`src/rtl/fifo_uart_tx.sv`:
```
// Drain side of the byte FIFO: fetches each pending byte and shifts it out as an async serial frame.
// Define FIFO_UART_TX_PARITY_EN to insert an even-parity bit between the data bits and the stop bit.
module fifo_uart_tx #(
   parameter int DATA_WIDTH = 8,
   parameter int UP_BIT     = 4,
   parameter int CLK_DIV    = 16,
   parameter int DIV_BIT    = 16
) (
   input  logic                  i_clk,
   input  logic                  i_rest_n,
   input  logic                  i_tx_en,
   input  logic [UP_BIT-1:0]     i_addrw,
   input  logic [UP_BIT-1:0]     i_addrr,
   input  logic [DATA_WIDTH-1:0] i_data,
   output logic                  o_ren,
   output logic                  o_txd,
   output logic                  o_busy
);

   localparam int CNT_W = $clog2(DATA_WIDTH + 1);

`ifdef FIFO_UART_TX_PARITY_EN
   typedef enum logic [2:0] {IDLE, FETCH, WAIT, START, DATA, PARITY, STOP} state_t;
`else
   typedef enum logic [2:0] {IDLE, FETCH, WAIT, START, DATA, STOP} state_t;
`endif

   state_t                state, state_next;
   logic [DIV_BIT-1:0]    div_cnt, div_next;
   logic [CNT_W-1:0]      bit_cnt, bit_next;
   logic [DATA_WIDTH-1:0] shift_reg, shift_next;
   logic                  ren_next, txd_next, busy_next;
   logic                  fifo_not_empty, bit_end, last_bit;
`ifdef FIFO_UART_TX_PARITY_EN
   logic                  parity_reg, parity_next;
`endif

   assign fifo_not_empty = (i_addrw != i_addrr);
   assign bit_end        = (div_cnt == DIV_BIT'(CLK_DIV - 1));
   assign last_bit       = (bit_cnt == CNT_W'(DATA_WIDTH - 1));

   always_ff @(posedge i_clk or negedge i_rest_n) begin
      if (!i_rest_n) begin
         state      <= IDLE;
         div_cnt    <= '0;
         bit_cnt    <= '0;
         shift_reg  <= '0;
         o_ren      <= 1'b0;
         o_txd      <= 1'b1;
         o_busy     <= 1'b0;
`ifdef FIFO_UART_TX_PARITY_EN
         parity_reg <= 1'b0;
`endif
      end else begin
         state      <= state_next;
         div_cnt    <= div_next;
         bit_cnt    <= bit_next;
         shift_reg  <= shift_next;
         o_ren      <= ren_next;
         o_txd      <= txd_next;
         o_busy     <= busy_next;
`ifdef FIFO_UART_TX_PARITY_EN
         parity_reg <= parity_next;
`endif
      end
   end

   // Outputs are registered from the next-state view, so each tracks the state it belongs to.
   always_comb begin
      state_next  = state;
      div_next    = bit_end ? '0 : div_cnt + DIV_BIT'(1);
      bit_next    = bit_cnt;
      shift_next  = shift_reg;
`ifdef FIFO_UART_TX_PARITY_EN
      parity_next = parity_reg;
`endif
      case (state)
         IDLE: begin
            div_next = '0;
            if (i_tx_en && fifo_not_empty) state_next = FETCH;
         end
         FETCH: begin
            div_next   = '0;
            state_next = WAIT;
         end
         WAIT: begin
            div_next    = '0;
            bit_next    = '0;
            shift_next  = i_data;
`ifdef FIFO_UART_TX_PARITY_EN
            parity_next = ^i_data;
`endif
            state_next  = START;
         end
         START: begin
            if (bit_end) state_next = DATA;
         end
         DATA: begin
            if (bit_end) begin
               shift_next = shift_reg >> 1;
               bit_next   = bit_cnt + CNT_W'(1);
`ifdef FIFO_UART_TX_PARITY_EN
               if (last_bit) state_next = PARITY;
`else
               if (last_bit) state_next = STOP;
`endif
            end
         end
`ifdef FIFO_UART_TX_PARITY_EN
         PARITY: begin
            if (bit_end) state_next = STOP;
         end
`endif
         STOP: begin
            if (bit_end) state_next = (i_tx_en && fifo_not_empty) ? FETCH : IDLE;
         end
         default: state_next = IDLE;
      endcase

      ren_next  = (state_next == FETCH);
      busy_next = (state_next != IDLE);
      case (state_next)
         START:   txd_next = 1'b0;
         DATA:    txd_next = shift_next[0];
`ifdef FIFO_UART_TX_PARITY_EN
         PARITY:  txd_next = parity_next;
`endif
         default: txd_next = 1'b1;
      endcase
   end

endmodule
```
`config.mk`:
```
export PLATFORM = sky130hd
export DESIGN_NAME = fifo_uart_tx
export DESIGN_NICKNAME = d
export VERILOG_FILES = /design/src/rtl/fifo_uart_tx.sv
export SDC_FILE = /design/constraint.sdc
export NUM_CORES = 1
export LEC_CHECK = 0
export ABC_AREA = 0
export CAP_MARGIN = 20
export CORE_ASPECT_RATIO = 0.5
export CORE_UTILIZATION = 52
export CTS_BUF_LIST = sky130_fd_sc_hd__clkbuf_8
export DETAILED_ROUTE_END_ITERATION = 10
export PLACE_DENSITY = 0.72
export SKIP_LAST_GASP = 1
export SLEW_MARGIN = 40
export SYNTH_ARGS = -nofsm -noshare
export SYNTH_HDL_FRONTEND = slang
export SYNTH_SLANG_ARGS = --single-unit
```
`constraint.sdc`:
```
create_clock -name i_clk -period 2.1 [get_ports i_clk]
set_input_delay 0.315 -clock i_clk [delete_from_list [all_inputs] [get_ports i_clk]]
set_output_delay 0.315 -clock i_clk [all_outputs]
set_load 0.05 [all_outputs]
```
# After elaboration in Yosys (flattened, before gate mapping)
# Cells that the tools add are included.
[classes]
reduce_logical = 6
n_addsub = 2
n_mux = 14
n_eq_ne = 12
[ops]
columns = ["operator", "n"]
rows = [
  ["$mux W16", 2],
  ["$pmux W3 S6", 1],
  ["$add A16 B1 Y16 const B", 1],
  ["$eq A16 B4 Y1 const B", 1],
  ["$pmux W8 S2", 1],
  ["$mux W3", 5],
  ["$eq A3 B2 Y1 const B", 3],
  ["$eq A3 B3 Y1 const B", 3],
  ["$mux W8", 1],
  ["$pmux W4 S2", 1],
  ["$eq A3 B1 Y1 const B", 2],
  ["$add A4 B1 Y4 const B", 1],
  ["$eq A4 B3 Y1 const B", 1],
  ["$mux W4", 1],
  ["$ne A4 B4 Y1", 1],
  ["$logic_not A3 Y1", 1],
  ["$reduce_bool A3 Y1", 1],
  ["$reduce_or A3 Y1", 1],
  ["$ne A2 B2 Y1 const B", 1],
  ["$pmux W1 S2", 1],
  ["$reduce_and A2 Y1", 1],
  ["$reduce_bool A2 Y1", 1],
  ["$logic_and A1 B1 Y1", 1],
  ["$mux W1", 1],
]
[totals]
output_inout_bits = 3
word_cells = 42
inputBits = 19
reg_bits = 34

# Logic depth before layout (Yosys ltp)
[logic_depth]
depth_word = 7
mapped_depth = 8
mapped_depth_nobuf = 6

# Worst setup path before layout
# Ideal clock, no wire load.
[synth_path]
path_kind = "reg-to-reg"
from = "register div_cnt[0]"
to = "register bit_cnt[0]"
path_stages_with_launch = 8
path_buffers = 2
setup_ns = 0.125
slack_ns = 0.351
required_time_ns = 1.975
t_arrival_ns = 1.624
period_less_slack_ns = 1.749
cell_sequence = "dfrtp_1 -> ha_1 -> and3_1 -> and4_1 -> buf_4 -> and2_1 -> buf_2 -> mux2_2"
[synth_between]
elab_chain_cells = 3
[synth_rtl]
columns = ["element", "line", "rtl"]
rows = [
  ["start, declared", "29", "logic [DIV_BIT-1:0] div_cnt, div_next;"],
  ["start signal, assigned", "56", "div_cnt <= div_next;"],
  ["$eq A16 B4 Y1", "39", "assign bit_end = (div_cnt == DIV_BIT'(CLK_DIV - 1));"],
  ["$ne A2 B2 Y1 (no line)", "n/a", ""],
  ["$reduce_and A2 Y1 (no line)", "n/a", ""],
  ["end signal, assigned", "57", "bit_cnt <= bit_next;"],
  ["end, declared", "30", "logic [CNT_W-1:0] bit_cnt, bit_next;"],
]
# Every way passes these cells.
# A chain may end at the register's enable or synchronous reset.

# Worst setup path in the final report
[layout_path]
from = "register o_txd"
to = "output o_txd"
[layout_lines]
columns = ["element", "line", "rtl"]
rows = [
  ["start, declared", "16", "output logic o_txd,"],
  ["start signal, assigned", "60", "o_txd <= txd_next;"],
]
# No word-level cell between the ends.

==> out/metrics.cfg <==
[setup_path]
crit_slowest_cell=clkdlybuf4s50_1
start_kind=register
cp_top_family=buffers and inverters
crit_start=o_txd
slowest_delay_ns=0.79
cp_data_arrival_time_ns=1.58
cp-end-kind=output pin
path_max_fanout=1
r2r_cells=6
path_cells=clkdlybuf4s50_1
crit_required_ns=1.78
timing.rr.start=div_cnt[0]
worstSetupPathType=register to output pin
cp.depth=1
critical_path_buf_inv_count=1

[cts]
holdBufCountCts=0
numCtsBuffers=5
post_cts_buffers=0
clockBufferDepth=2
cts.sinks=34
tritoncts=yes
cts_resized=0
clock_latency_ns=0.28
htree_levels=2
clkSlewWorstSetupHoldPaths_ns=0.07
cts-root-buf=clkbuf_8

[layout]
final_layout_size_suffix_gt1_share_pct=10.1
multi_input_area_um2=815
finish.net_count=219
area_growth_pct=21.6
fin_area_um2=2070
seqCellArea_um2=852
nFillCells=242
insertedDiodeCount=0
largest_register_ffs=16

[timing]
setup_viol=0
fmax_ghz=0.527
tns_ns=0
rsz0062_at_grt=false
worst_pin_slew_ns=0.493
hold_viol_final=0
max_slew_margin_pct=67.0
min_period_over_period_pct=90.4
clock_skew_ns=0.00723
min_period_ns=1.90
drv_slew=0

[yosys]
synth_nets=193
syn_inst=172
synth.most_common_cell=dfrtp_1
yosysWarningCount=0
yosys-top-cells-count=dfrtp_1, nor2_1, nand2_1
async_flop_share_pct=100
avgSynthCellArea_um2=9.92
netlist_area_um2=1710
synth_ff_type=dfrtp_1
synth_top_area_share_pct=48.4
ys_seq_area_share_pct=50.0
synth-edff-count=0
yosys.area.top_type=dfrtp_1
synth.area.top_cells=dfrtp_1, xnor2_1, xor2_1
synth.distinct_cells=36
synth-seq-cells=34

[placed_design]
gp_congestion=0.794
port_buffers=21
dpl_cell_area_um2=1970
hpwl_um=2370

[route]
ant_nets=0
vias=1339
dr.pass1.iters=4
via_per_inst=5.60
drcViolationCount=0
detail_route.wl_per_cell_um=14.1
wl_um=3380
drtIter0Drc=45

[global_route]
grt-ovfl-total=0
grt_pass1_wl_um=5950
grt_pass1_vias=1325
grt_antenna_before_repair=0
grt_start_max_net_pins=35
grt_usage_pct=21.8

[status]
status=complete, no violations

[worst_hold_path]
min_path_type=primary input to asynchronous set/reset pin

[die]
die_x_um=83.0
core_area_um2=3070
die_y_um=42.5
start_util_pct=55.6
io_pins=22
dieArea_um2=3530
rows=14

[run]
maxCapViolations=0

[power]
pwr_density_cell_nw_per_um2=635
ir_drop_mv=0.381
leakagePower_nw=0.889

==> per-stage QoR <==
| step | worst slack (ns) | utilization, % | std cells | total power, W | hold WS [ns] |
|---|---|---|---|---|---|
| 3_3_place_gp | 0.346 | 64.2 | 231 | 0.000751 | 0.461 |
| 2_1_floorplan | 0.351 | - | 172 | 0.000699 | 0.0194 |
| 3_5_place_dp | 0.251 | 64.2 | 231 | 0.000753 | 0.468 |
| 4_1_cts | 0.187 | 67.7 | 239 | 0.00133 | 0.440 |
| 6_report | 0.201 | 67.7 | 239 | 0.00132 | 0.433 |
| 5_1_grt | 0.0845 | 67.7 | 239 | 0.00136 | 0.480 |
==> layout make-up <==
class / instances / share of cell area (%)
Tap cell: 40 / 2.41
Multi-Input combinational cell: 130 / 39.3
Clock inverter: 3 / 1.81
Sequential cell: 34 / 41.1
Clock buffer: 5 / 3.32
Timing Repair Buffer: 26 / 11.9
Inverter: 1 / 0.181
==> metal layers <==
layer	track usage, %	share of wire (%)
met4	6.21	0.53
met5	0	0
met2	36.1	47
met1	28.2	49
met3	6.50	3.4
==> power by group <==
part	total, W	switching, W	internal (W)
clock	0.000578	0.000233	0.000345
sequential	0.000668	0.00000476	0.000663
combinational	0.0000715	0.0000290	0.0000426
total	0.00132	0.000266	0.00105
==> layout by cell type, fill, tap and decap left out, types with 5 or more instances in the layout <==
master           Yosys  routed
a22oi_1              7       7
nor2_1              23      23
clkbuf_8             0       5
nor3_1               5       5
buf_4                1       5
nand3_1             10      10
clkdlybuf4s50_1      0      21
nand2_1             22      22
xnor2_1             11      11
o21ai_0              6       6
xor2_1              10      10
dfrtp_1             33      33
and3_1               5       5
==> path summary, 6_finish.rpt <==
path,end,slack (ns)
hold reg to reg,div_cnt[0],0.48
setup reg to reg,o_txd,0.23
setup / recovery,o_txd,0.20
hold / removal,div_cnt[14],0.43
max in group asynchronous,o_txd,1.33
min in group i_clk,div_cnt[0],0.48
==> cells by family (layout without fill, tap and decap cells) <==
group,Yosys count,count (layout),share of synthesized area (%)
compound gates,24,24,10.6
xor+xnor,21,21,10.8
simple gates,82,82,24.3
flops,34,34,50.0
buf+inv,8,35,2.27
fa+ha+maj,2,2,1.47
mux,1,1,0.660
No activity file was read; power rests on OpenSTA's default activity.
